`src/rtl/mult_div_pkg.sv`:
```
// Shared types and constants for the iterative multiply/divide unit.
// The divider is present only when MULT_DIV_DIV_EN is defined.
package mult_div_pkg;

    typedef enum logic [1:0] {
        IDLE   = 2'd0,
        MULT   = 2'd1,
        DIV    = 2'd2,
        FINISH = 2'd3
    } state_t;

    localparam logic OP_MULT = 1'b0;
    localparam logic OP_DIV  = 1'b1;

    // One Booth step or one quotient bit per cycle.
    localparam int MD_STEPS = 32;

endpackage

```
`src/rtl/mult_div_unit_div_core.sv`:
```
// Iterative unsigned restoring divider. Works on operand magnitudes and
// produces one quotient bit per step. It is compiled only when
// MULT_DIV_DIV_EN is defined.
`ifdef MULT_DIV_DIV_EN
module div_core #(
    parameter int WIDTH = 32
) (
    input  logic             clk,
    input  logic             reset,
    input  logic             load,
    input  logic             step,
    input  logic [WIDTH-1:0] dividend,
    input  logic [WIDTH-1:0] divisor,
    output logic [WIDTH-1:0] quotient,
    output logic [WIDTH-1:0] remainder
);

    logic [WIDTH-1:0] rem_q;
    logic [WIDTH-1:0] quo_q;
    logic [WIDTH-1:0] dvs_q;
    logic [WIDTH:0]   trial;
    logic [WIDTH:0]   diff;

    // Shift the next dividend bit into the partial remainder and trial-subtract.
    // diff[WIDTH] set means the subtraction borrowed, so the remainder is restored.
    always_comb begin
        trial = {rem_q, quo_q[WIDTH-1]};
        diff  = trial - {1'b0, dvs_q};
    end

    // Remainder/quotient shift register: load on start, one bit per step.
    always_ff @(posedge clk or posedge reset) begin
        if (reset) begin
            rem_q <= '0;
            quo_q <= '0;
            dvs_q <= '0;
        end else if (load) begin
            rem_q <= '0;
            quo_q <= dividend;
            dvs_q <= divisor;
        end else if (step) begin
            if (!diff[WIDTH]) begin
                rem_q <= diff[WIDTH-1:0];
                quo_q <= {quo_q[WIDTH-2:0], 1'b1};
            end else begin
                rem_q <= trial[WIDTH-1:0];
                quo_q <= {quo_q[WIDTH-2:0], 1'b0};
            end
        end
    end

    assign quotient  = quo_q;
    assign remainder = rem_q;

endmodule
`endif

```
`src/rtl/mult_div_unit.sv`:
```
// Iterative signed multiply/divide unit feeding the HI/LO registers.
// Multiply: radix-2 Booth, 32 steps. Divide (MULT_DIV_DIV_EN): restoring
// divide on magnitudes in div_core, signs fixed up when HI/LO are written.
//
// Handshake: start is sampled only in IDLE (with op, a_in, b_in). busy is
// high from the accepting edge until the done cycle. done is a one-cycle
// registered pulse marking HI/LO written (or the op aborted for div-by-zero
// or, without the divider, any div). A new start is taken no earlier than
// the edge that ends the done cycle.
module mult_div_unit
    import mult_div_pkg::*;
#(
    parameter int WIDTH = 32
) (
    input  logic             clk,
    input  logic             reset,
    input  logic             start,
    input  logic             op,
    input  logic [WIDTH-1:0] a_in,
    input  logic [WIDTH-1:0] b_in,
    output logic [WIDTH-1:0] hi,
    output logic [WIDTH-1:0] lo,
    output logic             busy,
    output logic             done,
    output logic             div_zero
);

    localparam logic [5:0] LAST_STEP = 6'(MD_STEPS - 1);

    state_t           state;
    logic [5:0]       cnt;
    logic             op_q;
    logic             skip_q;   // finish without writing HI/LO
    logic             dz_q;
    logic [WIDTH-1:0] mcand;
    logic [WIDTH-1:0] acc;
    logic [WIDTH-1:0] mpl;
    logic             q1;
    logic [WIDTH:0]   bsum;

`ifdef MULT_DIV_DIV_EN
    logic             neg_q;
    logic             neg_r;
    logic             div_load;
    logic             div_step;
    logic [WIDTH-1:0] dvd_mag;
    logic [WIDTH-1:0] dvs_mag;
    logic [WIDTH-1:0] dq;
    logic [WIDTH-1:0] dr;

    assign div_load = (state == IDLE) && start && (op == OP_DIV);
    assign div_step = (state == DIV);
    assign dvd_mag  = a_in[WIDTH-1] ? (~a_in + 1'b1) : a_in;
    assign dvs_mag  = b_in[WIDTH-1] ? (~b_in + 1'b1) : b_in;

    div_core #(.WIDTH(WIDTH)) u_div_core (
        .clk       (clk),
        .reset     (reset),
        .load      (div_load),
        .step      (div_step),
        .dividend  (dvd_mag),
        .divisor   (dvs_mag),
        .quotient  (dq),
        .remainder (dr)
    );
`endif

    // Booth add/subtract in WIDTH+1 bits so the arithmetic shift sees the true
    // sign even when the multiplicand is the most negative value.
    always_comb begin
        bsum = {acc[WIDTH-1], acc};
        case ({mpl[0], q1})
            2'b01:   bsum = {acc[WIDTH-1], acc} + {mcand[WIDTH-1], mcand};
            2'b10:   bsum = {acc[WIDTH-1], acc} - {mcand[WIDTH-1], mcand};
            default: bsum = {acc[WIDTH-1], acc};
        endcase
    end

    // Control FSM, Booth register, sign fix-up and HI/LO registers.
    always_ff @(posedge clk or posedge reset) begin
        if (reset) begin
            state    <= IDLE;
            cnt      <= '0;
            op_q     <= OP_MULT;
            skip_q   <= 1'b0;
            dz_q     <= 1'b0;
            mcand    <= '0;
            acc      <= '0;
            mpl      <= '0;
            q1       <= 1'b0;
            hi       <= '0;
            lo       <= '0;
            busy     <= 1'b0;
            done     <= 1'b0;
            div_zero <= 1'b0;
`ifdef MULT_DIV_DIV_EN
            neg_q    <= 1'b0;
            neg_r    <= 1'b0;
`endif
        end else begin
            done     <= 1'b0;
            div_zero <= 1'b0;
            case (state)
                IDLE: begin
                    if (start) begin
                        op_q  <= op;
                        cnt   <= '0;
                        busy  <= 1'b1;
                        mcand <= a_in;
                        acc   <= '0;
                        mpl   <= b_in;
                        q1    <= 1'b0;
`ifdef MULT_DIV_DIV_EN
                        neg_q <= a_in[WIDTH-1] ^ b_in[WIDTH-1];
                        neg_r <= a_in[WIDTH-1];
`endif
                        if (op == OP_MULT) begin
                            state  <= MULT;
                            skip_q <= 1'b0;
                            dz_q   <= 1'b0;
`ifdef MULT_DIV_DIV_EN
                        end else if (b_in == '0) begin
                            state  <= FINISH;
                            skip_q <= 1'b1;
                            dz_q   <= 1'b1;
                        end else begin
                            state  <= DIV;
                            skip_q <= 1'b0;
                            dz_q   <= 1'b0;
                        end
`else
                        end else begin
                            state  <= FINISH;
                            skip_q <= 1'b1;
                            dz_q   <= 1'b0;
                        end
`endif
                    end
                end
                MULT: begin
                    acc <= bsum[WIDTH:1];
                    mpl <= {bsum[0], mpl[WIDTH-1:1]};
                    q1  <= mpl[0];
                    cnt <= cnt + 6'd1;
                    if (cnt == LAST_STEP) state <= FINISH;
                end
`ifdef MULT_DIV_DIV_EN
                DIV: begin
                    cnt <= cnt + 6'd1;
                    if (cnt == LAST_STEP) state <= FINISH;
                end
`endif
                FINISH: begin
                    done     <= 1'b1;
                    div_zero <= dz_q;
                    busy     <= 1'b0;
                    state    <= IDLE;
                    if (!skip_q) begin
                        if (op_q == OP_MULT) begin
                            hi <= acc;
                            lo <= mpl;
                        end
`ifdef MULT_DIV_DIV_EN
                        else begin
                            lo <= neg_q ? (~dq + 1'b1) : dq;
                            hi <= neg_r ? (~dr + 1'b1) : dr;
                        end
`endif
                    end
                end
                default: state <= IDLE;
            endcase
        end
    end

endmodule

```
`config.mk`:
```
export PLATFORM = sky130hd
export DESIGN_NAME = mult_div_unit
export DESIGN_NICKNAME = d
export VERILOG_FILES = /design/src/rtl/mult_div_pkg.sv /design/src/rtl/mult_div_unit_div_core.sv /design/src/rtl/mult_div_unit.sv
export SDC_FILE = /design/constraint.sdc
export NUM_CORES = 1
export LEC_CHECK = 0
export CAP_MARGIN = 30
export CORE_MARGIN = 4
export CORE_UTILIZATION = 35
export DETAILED_ROUTE_END_ITERATION = 6
export SLEW_MARGIN = 20
export SYNTH_ARGS = -nofsm -noshare
export SYNTH_HDL_FRONTEND = slang
export SYNTH_SLANG_ARGS = --single-unit
```
`constraint.sdc`:
```
create_clock -name clk -period 10.4 [get_ports clk]
set_input_delay 1.56 -clock clk [delete_from_list [all_inputs] [get_ports clk]]
set_output_delay 1.56 -clock clk [all_outputs]
set_load 0.02 [all_outputs]
```
==> results.md, run 1 <==
* Core area at approximately 25,000 sq um
* # setup viols final at 0
* Slew headroom at 0.407
* Final TNS setup at 0 ns
* Netlist cell types at 61
* Critical Path RT at 10.69 ns
* Critical path capture point type: register
* Fmax at approximately 230 MHz
* Total GRT Usage at 0.153
* Clock Path Buffers at 2
* P&R area growth vs syn at 25.9%
* Nets at about 1.1k
* Share of cells above drive strength 1 at 0.117
* Final hold slack at about 0.49 ns
* CP top delay family: compound AO/OA/AOI/OAI gates
* Flip-flop and latch area at roughly 4300 sq um
* Clk pin slew, worst setup/hold paths at about 0.070 ns
* CTS Buf Count at 17
* Core Rows at 58
* Met3 GRT Util at 0.0252
* CTS tree: built
* Synth Area in Adders at 0.0504
* WL final at around 22,000 um
* Hold Violations, Final at 0
* Syn Inst Count at just over 900
* # DRC at 0
* Mapped Nets at about 1k
* GP Congestion at between 0.8 and 0.9
* RSZ-0062 raised after global routing: no
* Critical path class: reg -> reg
* Slew Limit Fails at 0
* Largest net degree at the start of global routing at 83
* Vias/cell at between 4 and 5
* Syn Area/Cell at 9.87 sq um
* Leakage power at approximately 5 nW
* First-pass GRT wire length at ~36,000 um
* Cell taking the most area after synthesis: dfrtp_1
* R2R cell count at 16
* Core Util, Final at 0.452
* Synth Cell Area at around 9100 sq um
* Hold_buf cts at 0
* Fill count at approximately 2.4k
* Critical R2R Capture: acc[31]$_DFFE_PP0P_
* Initial drt markers at 429
* Register area share after synthesis at 0.474
* GRT busiest layer: met2
* Top cells by area, synth: dfrtp_1 (47%), mux2_2 (7.8%), nand2_1 (6.5%), ha_1 (4.8%), xnor2_1 (4.2%)
* Initial antenna violation count at 0
* DR vias at 6,885
* Hold Path End: hi[0]$_DFFE_PP0P_
* Vias in the first global route at between 6k and 7k
* Startpoint Class: register
* Clock Sinks at around 170
* Max FO, Critical Path at 6
* Worst Tran Pin Value at roughly 0.9 ns
* Multiplexer share of the synthesized area at 0.114
* Setup Buffers After CTS at 0
* Min-delay src: hi[0]$_DFFE_PP0P_
* R2r setup slk at 6.04 ns
* PwrDens at around 420 nW/um^2
* Post-Synth XOR/XNOR Area at 0.0567
* Worst reg2reg startpoint: mcand[2]$_DFFE_PP0P_
* Synth Register Bits at approximately 170
* Most used flip-flop cell after synthesis: dfrtp_1
* CP arrival at between 4 and 5 ns
* Share of the synthesized area in the top cell type at 0.474
* Initial core utilization at 0.359
* GR Util met2 at 0.231
* Die footprint at 28,600 sq um
* Syn. warnings at 0
* Max cap viols at 0
* Grt total ovfl at 0
* DR pass1 iterations at 4
* Wire per inst at ~16 um
* Port Buffer Count at approximately 130
* Largest family of logic cells by synthesized area: compound AO/OA/AOI/OAI gates
* Final min period at roughly 4.4 ns
* Worst VDD drop at roughly 0.16 mV
* CTS root buffer: clkbuf_16
* Outcome: finished, final reports clean
* Fin Clk Skew at about 0.009 ns
* Synth Area in Simple Gates at 0.128
* CP Buf/Inv Count at 0
* DRT antenna net count at 0
* Die W at approximately 170 um
* WHS Path Cells at 2
* Final HPWL DP at ~15,000 um
* Crit. path cell count at 16
* HP Class: reg -> reg
* Post-synth EDFFs at 0
* IO Pins at approximately 140
* Chip height at between 150 and 200 um
* Ant diodes at 0
* Compound-Gate Fraction of Synth Area at 0.148
* Asr flop ratio synth at 1.00
* Final Cycle Share at 0.420
* CP max-delay cell: dfrtp_1
* Footprint of the multi-input gates at ~4500 sq um
* CTS H-tree lvls at 4
* Clock network latency to the later pin of the worst-skew pair at around 0.42 ns
* # resized after CTS at 0
* Crit path largest cell delay at around 0.43 ns
* Met1 usage at 0.228
* Cell Chain, Critical Path: or3_4 > nor4_2 > nand2_1 > nor3_1 > a21oi_1 > xnor2_1 > ha_1 > a21o_1 > a31o_2 > a2111oi_0 > o311ai_1 > and2_4 > a211o_1 > xnor2_2 > o211ai_1 > o31ai_1
==> synthesized netlist by cell type (3+ instances only) <==
library cell,instances
a211oi_1,4
a21o_1,7
a21oi_1,58
a22o_1,5
a31oi_1,10
a32oi_1,13
and2_1,4
clkbuf_1,43
dfrtp_1,172
ha_1,35
inv_1,21
mux2_2,63
mux2i_1,33
nand2_1,158
nand2b_1,5
nand3_1,9
nand4_1,3
nor2_1,53
nor2b_1,7
nor3_1,14
o211ai_1,4
o21a_1,4
o21ai_0,73
o21ai_1,18
o21bai_1,5
xnor2_1,44
xor2_1,13
==> per-layer routing <==
metal	part of all wire	wire, um
met1	0.51	11000
met2	0.43	9430
met3	0.048	1040
met4	0.010	221
met5	0	0
==> tightest hold or removal path, stage by stage, from the launching register on <==
cell and delay, ns:
dfrtp_1 0.35, nand2_1 0.05, o21ai_0 0.06
==> stage by stage <==
stage / setup slack (ns) / instance area [sq um] / power (mW) / cells
finish: 6.04 / 11400 / 4.79 / 1379
global route: 5.67 / 11400 / 5.20 / 1379
CTS: 6.02 / 11400 / 4.81 / 1379
detailed placement: 6.05 / 10800 / 4.06 / 1347
global placement: 6.09 / 10700 / 4.02 / 1345
floorplan: 4.18 / 9080 / 3.32 / 920
==> cell type report <==
class | instances | share of cell area
clock buffer | 18 | 0.0384
sequential | 172 | 0.376
multi-input combinational | 681 | 0.396
timing repair buffer | 143 | 0.125
inverter | 21 | 0.00733
clock inverter | 14 | 0.0200
tap | 330 | 0.0361
==> cell usage in the layout (no fill, tap or decap), types with 3 or more instances in the layout <==
master	instances
clkdlybuf4s50_1	133
nand4_1	3
inv_1	20
nand3_1	9
o211ai_1	4
and2_1	4
mux2_2	63
bufinv_16	5
mux2i_1	33
o21ai_0	73
nor3_1	14
nand2_1	158
a22o_1	5
o21ai_1	18
a32oi_1	13
nand2b_1	3
a21o_1	7
a211oi_1	4
a31oi_1	10
xor2_1	13
o21a_1	4
nor2b_1	6
clkbuf_16	17
a21oi_1	58
xnor2_1	44
ha_1	35
dfrtp_1	172
o21bai_1	5
inv_6	5
buf_4	8
nor2_1	53
==> kinds of logic after synthesis <==
group / after synthesis
flops: 172
xor+xnor: 58
compound gates: 220
mux: 96
other cells: 1
buf+inv: 67
simple gates: 270
fa+ha+maj: 36
==> state kept, by name (all words and copies together) (netlist names) <==
register and count:
acc 32, hi 32, lo 32, mcand 32, mpl 32, cnt 6, state 2, busy 1
done 1, op_q 1, q1 1
==> how the worst max path moves through the flow <==
stage	slack, ns	endpoint	from
after floorplan	4.18	acc[0]$_DFFE_PP0P_	reset
after global routing	5.67	acc[31]$_DFFE_PP0P_	mcand[2]$_DFFE_PP0P_
after detailed placement	6.05	acc[31]$_DFFE_PP0P_	mcand[2]$_DFFE_PP0P_
after CTS	6.02	acc[31]$_DFFE_PP0P_	mcand[2]$_DFFE_PP0P_
final	6.04	acc[31]$_DFFE_PP0P_	mcand[2]$_DFFE_PP0P_
after global placement	6.09	acc[31]$_DFFE_PP0P_	mcand[2]$_DFFE_PP0P_
==> report_power, final <==
group	switching (mW)	internal, mW	total [mW]
Combinational	1.52	1.27	2.79
Sequential	0.278	0.999	1.28
Clock	0.281	0.440	0.721
No activity file was read; power rests on OpenSTA's default activity.
==> run 2, diff against run 1 <==
==> constraint.sdc (replaced) <==
create_clock -name clk -period 4.5 [get_ports clk]
set_input_delay 0.675 -clock clk [delete_from_list [all_inputs] [get_ports clk]]
set_output_delay 0.675 -clock clk [all_outputs]
set_load 0.02 [all_outputs]
==> results.md, run 2 (synthesis gave the netlist of run 1 again) <==
* Outcome: finished, final reports clean
* Hold Violations, Final at 0 (unchanged)
* Critical path class: reg -> reg
* Grt total ovfl at 0 (unchanged)
* Total GRT Usage at 0.155 (+0.00115)
* Final hold slack at 0.475 ns (-0.0115 ns)
* Fin cells at 1,380 (+0.073%)
* Fin Clk Skew at 0.00797 ns (-0.000874 ns)
* Worst Tran Pin Value at 0.954 ns (+0.0645 ns)
* Vias/cell at 4.95 (-0.94%)
* Critical Path RT at 4.79 ns (-5.90 ns)
* Nets at 1,141 (+0.088%)
* Worst VDD drop at 0.380 mV (+140%)
* Port Buffer Count at 133 (unchanged)
* Final Cycle Share at 0.913 (+0.493)
* Clk pin slew, worst setup/hold paths at 0.07 ns (about the same)
* Ant diodes at 0 (unchanged)
* Die footprint at 28,600 sq um (unchanged)
* Startpoint Class: register
* Largest net degree at the start of global routing at 173 (+110%)
* Hold_buf cts at 0 (unchanged)
* HP Class: reg -> reg
* Clock Path Buffers at 2 (unchanged)
* Final min period at 4.11 ns (-0.256 ns)
* IO Pins at 135 (unchanged)
* Vias in the first global route at 6,792 (-0.56%)
* P&R area growth vs syn at 25.1%
* Initial core utilization at 0.359 (unchanged)
* Final HPWL DP at 15,400 um (-0.91%)
* Clock network latency to the later pin of the worst-skew pair at 0.43 ns (about the same)
* Wire per inst at 15.7 um (-0.16%)
* Chip height at 169 um (unchanged)
* Critical path capture point type: register
* CP arrival at 4.40 ns (-0.25 ns)
* DRT antenna net count at 0 (unchanged)
* Fmax at 243 MHz (+6.2%)
* PwrDens at 957 nW/um^2 (+130%)
* Commonest non-fill, non-tap cell in the layout: dfrtp_1
* Slew headroom at 0.364 (-0.0430)
* # setup viols final at 0 (unchanged)
* DR pass1 iterations at 7 (+3)
* Initial antenna violation count at 0 (unchanged)
* Most frequent cells in the layout: dfrtp_1 (172), nand2_1 (158), clkdlybuf4s50_1 (133)
* Slew Limit Fails at 0 (unchanged)
* Cell Chain, Critical Path: or3_4 > nor4_4 > nand2_1 > nor3_1 > buf_4 > a21oi_1 > xnor2_1 > ha_1 > a21o_1 > a31o_2 > a2111oi_2 > o311ai_1 > and2_4 > a211o_1 > xnor2_2 > o211ai_1 > o31ai_1
* GP Congestion at 0.875 (+3.2%)
* Core Util, Final at 0.449 (-0.00277)
* # DRC at 0 (unchanged)
* DR vias at 6,825 (-0.87%)
* CTS H-tree lvls at 4 (unchanged)
* Pre-CTS setup slack at 0.293 ns (-5.76 ns)
* CTS tree: built
* Leakage power at 4.83 nW (-0.68%)
* Initial drt markers at 403 (-6.1%)
* Clock Sinks at 172 (unchanged)
* Die W at 169 um (unchanged)
* Setup ws final at 0.391 ns (-5.64 ns)
* CP max-delay cell: dfrtp_1
* CTS Buf Count at 17 (unchanged)
* CTS root buffer: clkbuf_16
* Share of cells above drive strength 1 at 0.121 (+0.00370)
* Max FO, Critical Path at 6 (unchanged)
* Core Rows at 58 (unchanged)
* Core area at 25,300 sq um (unchanged)
* Max cap viols at 0 (unchanged)
* DP Cell Count at 1,348 (+0.074%)
* WL final at 21,700 um (about the same)
* First-pass GRT wire length at 36,000 um (+0.67%)
* Crit path largest cell delay at 0.44 ns (about the same)
run 2: worst max-delay path: cells and delay by family (launching register included):
family / cells / cell delay [ns]
AOI/OAI and AO/OA: 8 / 1.56
adders and majority gates: 1 / 0.32
DFF: 1 / 0.44
xor gates and xnor gates: 2 / 0.27
buffers and inverters: 1 / 0.17
and+or+nand+nor: 5 / 1.22
run 2: layer usage:
metal | up-vias | GRT usage | wire (um)
li1 | 3442 | - | -
met1 | 3185 | 0.231 | 11100
met2 | 176 | 0.231 | 9260
met3 | 22 | 0.0315 | 1130
met4 | 0 | 0.0392 | 237
met5 | - | 0 | 0
run 2: through the flow:
step / area [sq um] / power (mW) / TNS [ns]
after floorplan: 9090 / 7.66 / 0
after global routing: 11400 / 11.9 / -0.0522
final: 11400 / 10.9 / 0
after CTS: 11300 / 10.9 / 0
after detailed placement: 10800 / 9.42 / 0
after global placement: 10800 / 9.30 / 0
run 2: final timing paths:
check	startpoint	endpoint	slack, ns	cells after the start
max	mcand[2]$_DFFE_PP0P_	acc[31]$_DFFE_PP0P_	0.39	17
min	cnt[5]$_DFFE_PP0P_	cnt[5]$_DFFE_PP0P_	0.47	1
max reg2reg	mcand[2]$_DFFE_PP0P_	acc[31]$_DFFE_PP0P_	0.39	17
min reg2reg	cnt[5]$_DFFE_PP0P_	cnt[5]$_DFFE_PP0P_	0.47	1
max in group asynchronous	reset	op_q$_DFFE_PP0P_	2.97	3
min in group asynchronous	reset	lo[24]$_DFFE_PP0P_	0.85	3
run 2: final cells by class:
cell class              instances  area (sq um)
clock buffers                  18           429
clock inverters                14           135
fillers                      2384         14000
inverters                      21          82.6
multi-input cells             681          4570
flip-flops and latches        172          4300
well taps                     330           413
repair buffers                144          1430
run 2: report_power, final:
part           switching, mW  internal (mW)  leakage [nW]
Clock                  0.667          0.775         0.282
Combinational           3.51           2.96          2.41
Sequential             0.662           2.31          2.14
run 2: timing repair:
item                                    in CTS  in global routing
resized for setup                            0                  6
endpoints found under the setup margin       0                  9
buffers inserted                             0                  0
==> run 3, diff against run 2 <==
--- a/config.mk
+++ b/config.mk
@@ -8,6 +8,7 @@
 export CAP_MARGIN = 30
 export CORE_MARGIN = 4
 export CORE_UTILIZATION = 35
+export CTS_CLUSTER_DIAMETER = 80
 export DETAILED_ROUTE_END_ITERATION = 6
 export SLEW_MARGIN = 20
 export SYNTH_ARGS = -nofsm -noshare
==> results of run 3 <==
No change in the layout: final DEF, timing and power equal those of run 2.
